==> config.mk <==
export PLATFORM = sky130hd
export DESIGN_NAME = systolic_mac_pe
export DESIGN_NICKNAME = d
export VERILOG_FILES = /design/src/rtl/systolic_pkg.sv /design/src/rtl/systolic_mac_pe_ser.sv /design/src/rtl/systolic_mac_pe.sv
export SDC_FILE = /design/constraint.sdc
export NUM_CORES = 1
export LEC_CHECK = 0
export CAP_MARGIN = 20
export CELL_PAD_IN_SITES_DETAIL_PLACEMENT = 1
export CELL_PAD_IN_SITES_GLOBAL_PLACEMENT = 1
export CORE_MARGIN = 5
export CORE_UTILIZATION = 44
export DETAILED_ROUTE_END_ITERATION = 10
export GPL_TIMING_DRIVEN = 0
export PLACE_DENSITY = 0.81
export RECOVER_POWER = 50
export SETUP_SLACK_MARGIN = 0.02
export SLEW_MARGIN = 20
export SYNTH_ARGS = -nofsm -noshare
export SYNTH_HDL_FRONTEND = slang
export SYNTH_SLANG_ARGS = --single-unit
==> constraint.sdc <==
create_clock -name clk -period 8.9 [get_ports clk]
set_input_delay 0.89 -clock clk [delete_from_list [all_inputs] [get_ports clk]]
set_output_delay 0.89 -clock clk [all_outputs]
set_load 0.02 [all_outputs]
==> src/rtl/systolic_pkg.sv <==
// Shared definitions for the systolic compute slice: default accumulator
// width, control-word bit positions, nibble width and the MAC FSM states.
package systolic_pkg;
   localparam int ACC_W_DEF  = 32;
   localparam int NIB_W      = 4;
   localparam int CTRL_VALID = 0;
   localparam int CTRL_CLEAR = 1;
   localparam int CTRL_DRAIN = 2;

   typedef enum logic [1:0] {
      IDLE = 2'd0,
      MUL0 = 2'd1,
      MUL1 = 2'd2,
      ACC  = 2'd3
   } mac_state_e;
endpackage

==> src/rtl/systolic_mac_pe_ser.sv <==
// result_nib_serializer: parallel-load, MSB-first nibble shifter.
//   clk, rst_n : clock, synchronous active-low reset
//   load_i     : load data_i; its top nibble appears on nib_o next cycle
//   data_i     : ACC_W-bit word to stream out
//   nib_o      : current nibble (0 while inactive)
//   active_o   : high for exactly ACC_W/4 cycles after a load
module result_nib_serializer
   import systolic_pkg::*;
#(
   parameter int ACC_W = ACC_W_DEF
) (
   input  logic             clk,
   input  logic             rst_n,
   input  logic             load_i,
   input  logic [ACC_W-1:0] data_i,
   output logic [NIB_W-1:0] nib_o,
   output logic             active_o
);
   localparam int NIB_CNT = ACC_W / NIB_W;
   localparam int CNT_W   = $clog2(NIB_CNT + 1);

   logic [ACC_W-1:0] sh_q, sh_d;
   logic [CNT_W-1:0] cnt_q, cnt_d;

   assign active_o = (cnt_q != '0);
   assign nib_o    = active_o ? sh_q[ACC_W-1 -: NIB_W] : '0;

   always_comb begin
      sh_d  = sh_q;
      cnt_d = cnt_q;
      if (load_i) begin
         sh_d  = data_i;
         cnt_d = CNT_W'(NIB_CNT);
      end else if (active_o) begin
         sh_d  = {sh_q[ACC_W-NIB_W-1:0], {NIB_W{1'b0}}};
         cnt_d = cnt_q - CNT_W'(1);
      end
   end

   always_ff @(posedge clk) begin
      if (!rst_n) begin
         sh_q  <= '0;
         cnt_q <= '0;
      end else begin
         sh_q  <= sh_d;
         cnt_q <= cnt_d;
      end
   end
endmodule

==> src/rtl/systolic_mac_pe.sv <==
// systolic_mac_pe: 2-lane signed int8 dot product into a saturating
// accumulator, with drain to a parallel result and a nibble stream.
//   in_valid, col_word, row_word, col_ctrl, row_ctrl : operand block strobe
//   busy       : MAC pipeline not idle
//   acc_q      : accumulator
//   result     : last drained value, out_valid pulses when it loads
//   res_nib    : MSB-first result nibbles, res_active marks live nibbles
//   sat        : sticky saturation (cleared by a clear op)
//   err        : sticky protocol error (cleared by reset only)
module systolic_mac_pe
   import systolic_pkg::*;
#(
   parameter int ACC_W = ACC_W_DEF
) (
   input  logic             clk,
   input  logic             rst_n,
   input  logic             in_valid,
   input  logic [15:0]      col_word,
   input  logic [15:0]      row_word,
   input  logic [3:0]       col_ctrl,
   input  logic [3:0]       row_ctrl,
   output logic             busy,
   output logic [ACC_W-1:0] acc_q,
   output logic [ACC_W-1:0] result,
   output logic             out_valid,
   output logic [3:0]       res_nib,
   output logic             res_active,
   output logic             sat,
   output logic             err
);
   localparam logic [ACC_W-1:0] ACC_MAX = {1'b0, {(ACC_W-1){1'b1}}};
   localparam logic [ACC_W-1:0] ACC_MIN = {1'b1, {(ACC_W-1){1'b0}}};

   mac_state_e state_q, state_d;
   logic [15:0] col_q, col_d, row_q, row_d;
   logic        en_q, en_d, clr_q, clr_d, drn_q, drn_d;
   logic signed [15:0] p_q, p_d;
   logic signed [16:0] s_q, s_d;
   logic [ACC_W-1:0] acc_d, result_q, result_d, base;
   logic [ACC_W:0]   sum;
   logic             ovf, sat_q, sat_d, err_q, err_d, ov_q, ov_d, load;
   logic signed [7:0]  mul_a, mul_b;
   logic signed [15:0] prod;

   // Reserved control bits are deliberately dropped.
   logic unused_ctrl;
   assign unused_ctrl = ^{col_ctrl[3], row_ctrl[3:1]};

   // Single shared multiplier: high lanes in MUL0, low lanes in MUL1.
   assign mul_a = (state_q == MUL0) ? col_q[15:8] : col_q[7:0];
   assign mul_b = (state_q == MUL0) ? row_q[15:8] : row_q[7:0];
   assign prod  = mul_a * mul_b;

   // One extra bit catches overflow; s is sign-extended to ACC_W+1.
   assign base = clr_q ? '0 : acc_q;
   assign sum  = {base[ACC_W-1], base} + {{(ACC_W-16){s_q[16]}}, s_q};
   assign ovf  = sum[ACC_W] ^ sum[ACC_W-1];

   always_comb begin
      state_d  = state_q;
      col_d    = col_q;
      row_d    = row_q;
      en_d     = en_q;
      clr_d    = clr_q;
      drn_d    = drn_q;
      p_d      = p_q;
      s_d      = s_q;
      acc_d    = acc_q;
      result_d = result_q;
      sat_d    = sat_q;
      err_d    = err_q;
      ov_d     = 1'b0;
      load     = 1'b0;
      if (in_valid && state_q != IDLE) err_d = 1'b1;
      unique case (state_q)
         IDLE: if (in_valid) begin
            col_d   = col_word;
            row_d   = row_word;
            en_d    = col_ctrl[CTRL_VALID] & row_ctrl[CTRL_VALID];
            clr_d   = col_ctrl[CTRL_CLEAR];
            drn_d   = col_ctrl[CTRL_DRAIN];
            state_d = MUL0;
         end
         MUL0: begin
            p_d     = prod;
            state_d = MUL1;
         end
         MUL1: begin
            s_d     = {p_q[15], p_q} + {prod[15], prod};
            state_d = ACC;
         end
         ACC: begin
            if (en_q) acc_d = ovf ? (sum[ACC_W] ? ACC_MIN : ACC_MAX) : sum[ACC_W-1:0];
            else      acc_d = base;
            sat_d = (sat_q & ~clr_q) | (en_q & ovf);
            // A drain that would cut a live stream short is rejected.
            if (drn_q && res_active) err_d = 1'b1;
            if (drn_q && !res_active) begin
               load     = 1'b1;
               ov_d     = 1'b1;
               result_d = acc_d;
            end
            state_d = IDLE;
         end
         default: state_d = IDLE;
      endcase
   end

   always_ff @(posedge clk) begin
      if (!rst_n) begin
         state_q  <= IDLE;
         col_q    <= '0;
         row_q    <= '0;
         en_q     <= 1'b0;
         clr_q    <= 1'b0;
         drn_q    <= 1'b0;
         p_q      <= '0;
         s_q      <= '0;
         acc_q    <= '0;
         result_q <= '0;
         sat_q    <= 1'b0;
         err_q    <= 1'b0;
         ov_q     <= 1'b0;
      end else begin
         state_q  <= state_d;
         col_q    <= col_d;
         row_q    <= row_d;
         en_q     <= en_d;
         clr_q    <= clr_d;
         drn_q    <= drn_d;
         p_q      <= p_d;
         s_q      <= s_d;
         acc_q    <= acc_d;
         result_q <= result_d;
         sat_q    <= sat_d;
         err_q    <= err_d;
         ov_q     <= ov_d;
      end
   end

   assign busy      = (state_q != IDLE);
   assign result    = result_q;
   assign out_valid = ov_q;
   assign sat       = sat_q;
   assign err       = err_q;

   result_nib_serializer #(.ACC_W(ACC_W)) u_ser (
      .clk      (clk),
      .rst_n    (rst_n),
      .load_i   (load),
      .data_i   (acc_d),
      .nib_o    (res_nib),
      .active_o (res_active)
   );
endmodule
## Yosys cells after proc, flatten, opt, wreduce, memory -nomap -nowiden

Index checks and enable logic that the tools add are counted.

- Register bits: 173
- Latch bits: 0
- Bits in writable memories: 0
- Memory bits (read-only): 0
- Input port bits: 43
- Output and inout port bits: 73
- Word-level logic and storage cells: 61
- Memories kept: 0

- Add/sub/neg operators: 3
- Multipliers: 1
- Div/mod/pow operators: 0
- Magnitude comparators: 0
- Eq/ne operators: 4
- Shift operators: 0
- Multiplexer cells: 19
- Bitwise gates (word level): 7
- Reduce and logical (&&, ||, !) cells: 11

Operators with widths:

| operator | number |
|---|---|
| 32-bit two-way mux | 7 |
| 32-bit by 17-bit adder with 33-bit output | 1 |
| 16-bit by 16-bit adder with 17-bit output | 1 |
| 8-bit by 8-bit multiplier with 16-bit output | 1 |
| 8-bit two-way mux | 2 |
| 4-bit two-way mux | 3 |
| 2-bit case mux with 4 select lines | 1 |
| 1-bit two-way mux | 5 |
| 2-bit == test (second input constant) | 2 |
| 2-bit AND reduction | 2 |
| 2-bit nonzero test | 2 |
| 4-bit nonzero test | 1 |
| 4-bit by 1-bit subtractor with 4-bit output (second input constant) | 1 |
| 1-bit AND | 3 |
| 1-bit logical AND | 3 |
| 2-bit by 1-bit == test with 1-bit output (second input constant) | 1 |
| 2-bit zero test | 1 |
| 2-bit two-way mux | 1 |
| 2-bit inequality test (second input constant) | 1 |
| 1-bit inverter | 2 |
| 2-bit OR reduction | 1 |
| 1-bit zero test | 1 |
| 1-bit bitwise OR | 1 |
| 1-bit bitwise XOR | 1 |

## Longest topological paths before layout

- Depth after elaboration: 7
- Depth in mapped cells: 32

## By module

Synthesis repeated with hierarchy kept, for this count alone.

- Cells, all modules: 1525
- Area, all modules: 12467.0 µm²

By module, submodules not included:

| module | instances | cells an instance | area an instance (µm²) |
|---|---|---|---|
| systolic_mac_pe | 1 | 1328 | 10933.0 |
| result_nib_serializer | 1 | 197 | 1534.0 |

## Worst setup path after synthesis

OpenSTA, ideal clock, no wires.

- Path kind: reg-to-reg
- From: register state_q[1]
- To: register s_q[14]
- Library setup time: 0.117 ns
- Arrival time: 6.630 ns
- Setup slack: 2.153 ns
- Cell stages (with the launch flop): 29
- Path buffers: 2
- Cells stage by stage: dfxtp_1 -> inv_1 -> ha_1 -> clkbuf_1 -> buf_1 -> mux2i_1 -> nand2_1 -> fa_1 -> fa_1 -> inv_1 -> fa_1 -> inv_1 -> fa_1 -> inv_1 -> ha_1 -> a21oi_1 -> o21bai_1 -> a21oi_1 -> o21bai_1 -> a21oi_1 -> xnor2_1 -> ha_1 -> nor4_1 -> inv_1 -> a211oi_1 -> o21bai_1 -> xor2_1 -> mux2i_1 -> nor2b_1

- Longest elaborated chain between the ends: 4
- Elaborated cells on any way between the ends: 6
- Classes of those cells: add/sub: 1; mul: 1; eq/ne: 2; mux: 2

RTL lines:

| what | RTL line | RTL |
|---|---|---|
| start, declared | systolic_mac_pe.sv:34 | `mac_state_e state_q, state_d;` |
| start signal, assigned | systolic_mac_pe.sv:125 | `state_q <= state_d;` |
| 2-bit by 1-bit == test with 1-bit output (*) | systolic_mac_pe.sv:50, systolic_mac_pe.sv:51 |  |
| 8-bit two-way mux, on equally long branches | systolic_mac_pe.sv:50, systolic_mac_pe.sv:51 |  |
| 8-bit by 8-bit multiplier with 16-bit output (*) | systolic_mac_pe.sv:52 | `assign prod = mul_a * mul_b;` |
| via prod[12] | systolic_mac_pe.sv:43 | `logic signed [15:0] prod;` |
| 16-bit by 16-bit adder with 17-bit output (*) | systolic_mac_pe.sv:89 | `s_d = {p_q[15], p_q} + {prod[15], prod};` |
| end signal, assigned | systolic_mac_pe.sv:118 | `s_q <= '0;` |
| end signal, assigned | systolic_mac_pe.sv:132 | `s_q <= s_d;` |
| end, declared | systolic_mac_pe.sv:38 | `logic signed [16:0] s_q, s_d;` |

Mark *: on every way through the listed nets, which the timed path passes. The rest lies on a longest branch.
A chain may end at the register's enable or synchronous reset.

## Worst setup path after layout

Ends and elaborated chain as after synthesis.

==> impl_results.md <==
- Count leader, synth: nand2_1
- Die footprint: 0.0316 mm²
- Io pins: 116
- Bufs on Longest Clock Path: 2
- First-pass GRT wire length: 67.5 mm
- Final Slew Violations: 0
- Core area: 0.0278 mm²
- Area contributors post-synth: dfxtp_1 (28%), fa_1 (9.2%), ha_1 (8.4%), nand2_1 (5.5%), a21oi_1 (5.1%)
- Initial DRC Count: 789
- Max_slew headroom: 0.304
- F_max: 0.120 GHz
- Drc violations: 0
- Vias post-DR: 11600
- Worst Path Max Fanout: 10
- TritonCTS Buffers: 17
- PwrDens: 229 mW/mm²
- Worst Setup Path Type: register to register
- Total wire length: 42.6 mm
- Startpoint Class: register
- Post-synth top area cell: dfxtp_1
- Final setup fails: 0
- Total grt overflow: 0
- Min Tclk post-route: 8320 ps
- First-pass DRT Iterations: 5
- Die Y: 178 µm
- PnR Total Power: 3.34 mW
- WL/cell: 21.0 µm
- Tot GR Track Use: 0.273
- CTS tree: built
- Syn_nets: 1686
- Critical Path Max Stage Delay: 790 ps
- Layout cells sized above 1: 0.0553
- Sequential-to-total area share from yosys stat: 0.279
- Clock sinks: 173
- Worst EP arrival: 8660 ps
- Synth Area per Inst: 8.25 µm²
- Synth cell count leaders: nand2_1 (180), dfxtp_1 (173), a21oi_1 (126), inv_1 (120), nor2_1 (96)
- Least-Margin Pin Slew: 1020 ps
- Core Rows: 61
- TNS Setup: 0 ps
- Vias in the first global route: 12400
- Worst VDD drop: 0.130 mV
- Top cell by count, worst path: inv_1
- # diodes: 0
- CTS Root Cell: clkbuf_16
- CTS clk-pin slew, worst paths: 80 ps
- Port bufs: 110
- Via density: 5.72
- Final period utilization: 0.935
- Worst-Skew Late Latency: 460 ps
- # Post-CTS Setup Buffers: 0
- Maxcap violations: 0
- Number of flops mapped to enable cells by yosys: 0
- Crit. End Element: register
- Syn Std Cell Area: 0.0124 mm²
- Post-Syn Instances: 1503
- Ys flop type: dfxtp_1
- CP max-delay cell: mux2i_1
- Final GP Congestion: 0.929
- Area Overhead vs Synth: 17.5%
- Largest net degree at the start of global routing: 19
- Yosys cell types: 74
- Endpoints failing hold: 0
- Synth top area share: 0.279
- Family with the most delay on the worst path: adder cells
- Initial Util: 0.446
- Yosys warns: 0
- Final net count: 1816
- Hold WS: 457 ps
- Flop2flop setup slack: 580 ps
- Status: finished clean
- Leak: 6.41 nW
- CP Data Required Time: 9230 ps
- Unrepaired setup endpoints after global routing: no
- HPWL after DPL: 33.1 mm
- HP Class: register to register
- Die width: 178 µm
- Initial antenna violation count: 0
- WP buf/inv: 8
- Clk_skew: 21.6 ps
- H-Tree Depth: 4
- Synth async-reset ratio: 0
- Yosys reg bits: 173
- Antenna Nets Post-Route: 0
==> cell usage in the layout, fill, tap and decap left out, drive strengths merged, types with 36 or more instances in the layout <==
master	count
a21boi	43
a21oi	130
clkbuf	81
clkdlybuf4s50	36
dfxtp	173
dlygate4sd3	74
fa	57
ha	83
inv	130
mux2i	49
nand2	182
nand3	37
nor2	96
nor2b	63
o21ai	78
xnor2	41
==> power breakdown <==
part | switching [mW] | internal [mW] | leakage, nW | total (mW)
combinational | 1.01 | 0.573 | 4.72 | 1.58
sequential | 0.0998 | 0.898 | 1.41 | 0.998
clock | 0.381 | 0.375 | 0.280 | 0.756
==> layout make-up <==
cell class	instances	area [µm²]
fill	3355	13200
clock buffer	18	429
tap	378	473
buffer	80	345
clock inverter	14	143
timing repair buffer	111	1100
inverter	120	450
multi-input combinational	1130	8160
sequential	173	3460
==> per-layer routing <==
metal / part of all wire / track usage / vias up
li1: - / - / 5380
met1: 0.45 / 0.374 / 5744
met4: 0.035 / 0.100 / 0
met3: 0.060 / 0.0418 / 91
met2: 0.45 / 0.437 / 371
met5: 0 / 0 / -
==> path summary, 6_finish.rpt <==
check / from / end / cells past startpoint
max: state_q[1]$_SDFFE_PN0P_ / s_q[14]$_SDFFE_PN0P_ / 29
min: result[3]$_SDFFE_PN0P_ / result[3]$_SDFFE_PN0P_ / 1
max reg2reg: state_q[1]$_SDFFE_PN0P_ / s_q[14]$_SDFFE_PN0P_ / 29
min reg2reg: result[3]$_SDFFE_PN0P_ / result[3]$_SDFFE_PN0P_ / 1
==> state kept, by name, indices dropped and copies added, names as in the netlist, 2 cells and up <==
register and flops:
acc_q 32, col_q 16, p_q 16, result 32
row_q 16, s_q 17, state_q 2, u_ser.cnt_q 4
u_ser.sh_q 32
==> worst register-to-register path, delay by kind of cell, from the launching register on <==
kind                       cells  cell delay [ps]
adders and majority gates      7             2820
buffers and inverters          8             1590
AOI/OAI and AO/OA              7             1420
muxes                          2              940
and+or+nand+nor                3              830
DFF                            1              330
xor gates and xnor gates       2              300
==> metrics by stage <==
step	util	instance area (µm²)	worst slack [ps]	instances
after global routing	0.524	14600	49.4	2024
after detailed placement	0.503	14000	589	1992
after floorplan	-	12400	2150	1503
final	0.524	14600	576	2024
after global placement	0.503	14000	767	1991
after CTS	0.524	14600	475	2024
==> what timing repair did <==
| action | 4_1_cts | 5_1_grt |
|---|---|---|
| hold buffers | 0 | 0 |
| setup endpoints to repair | 0 | 3 |
| gates resized for setup | 0 | 6 |
==> logic make-up after synthesis <==
kind of cell               share of synthesized area
and+or+nand+nor                                0.185
AOI/OAI and AO/OA                              0.212
buffers and inverters                         0.0642
DFF                                            0.279
adders and majority gates                      0.177
xor gates and xnor gates                      0.0425
muxes                                         0.0405
(Power assumes the default switching activity.)
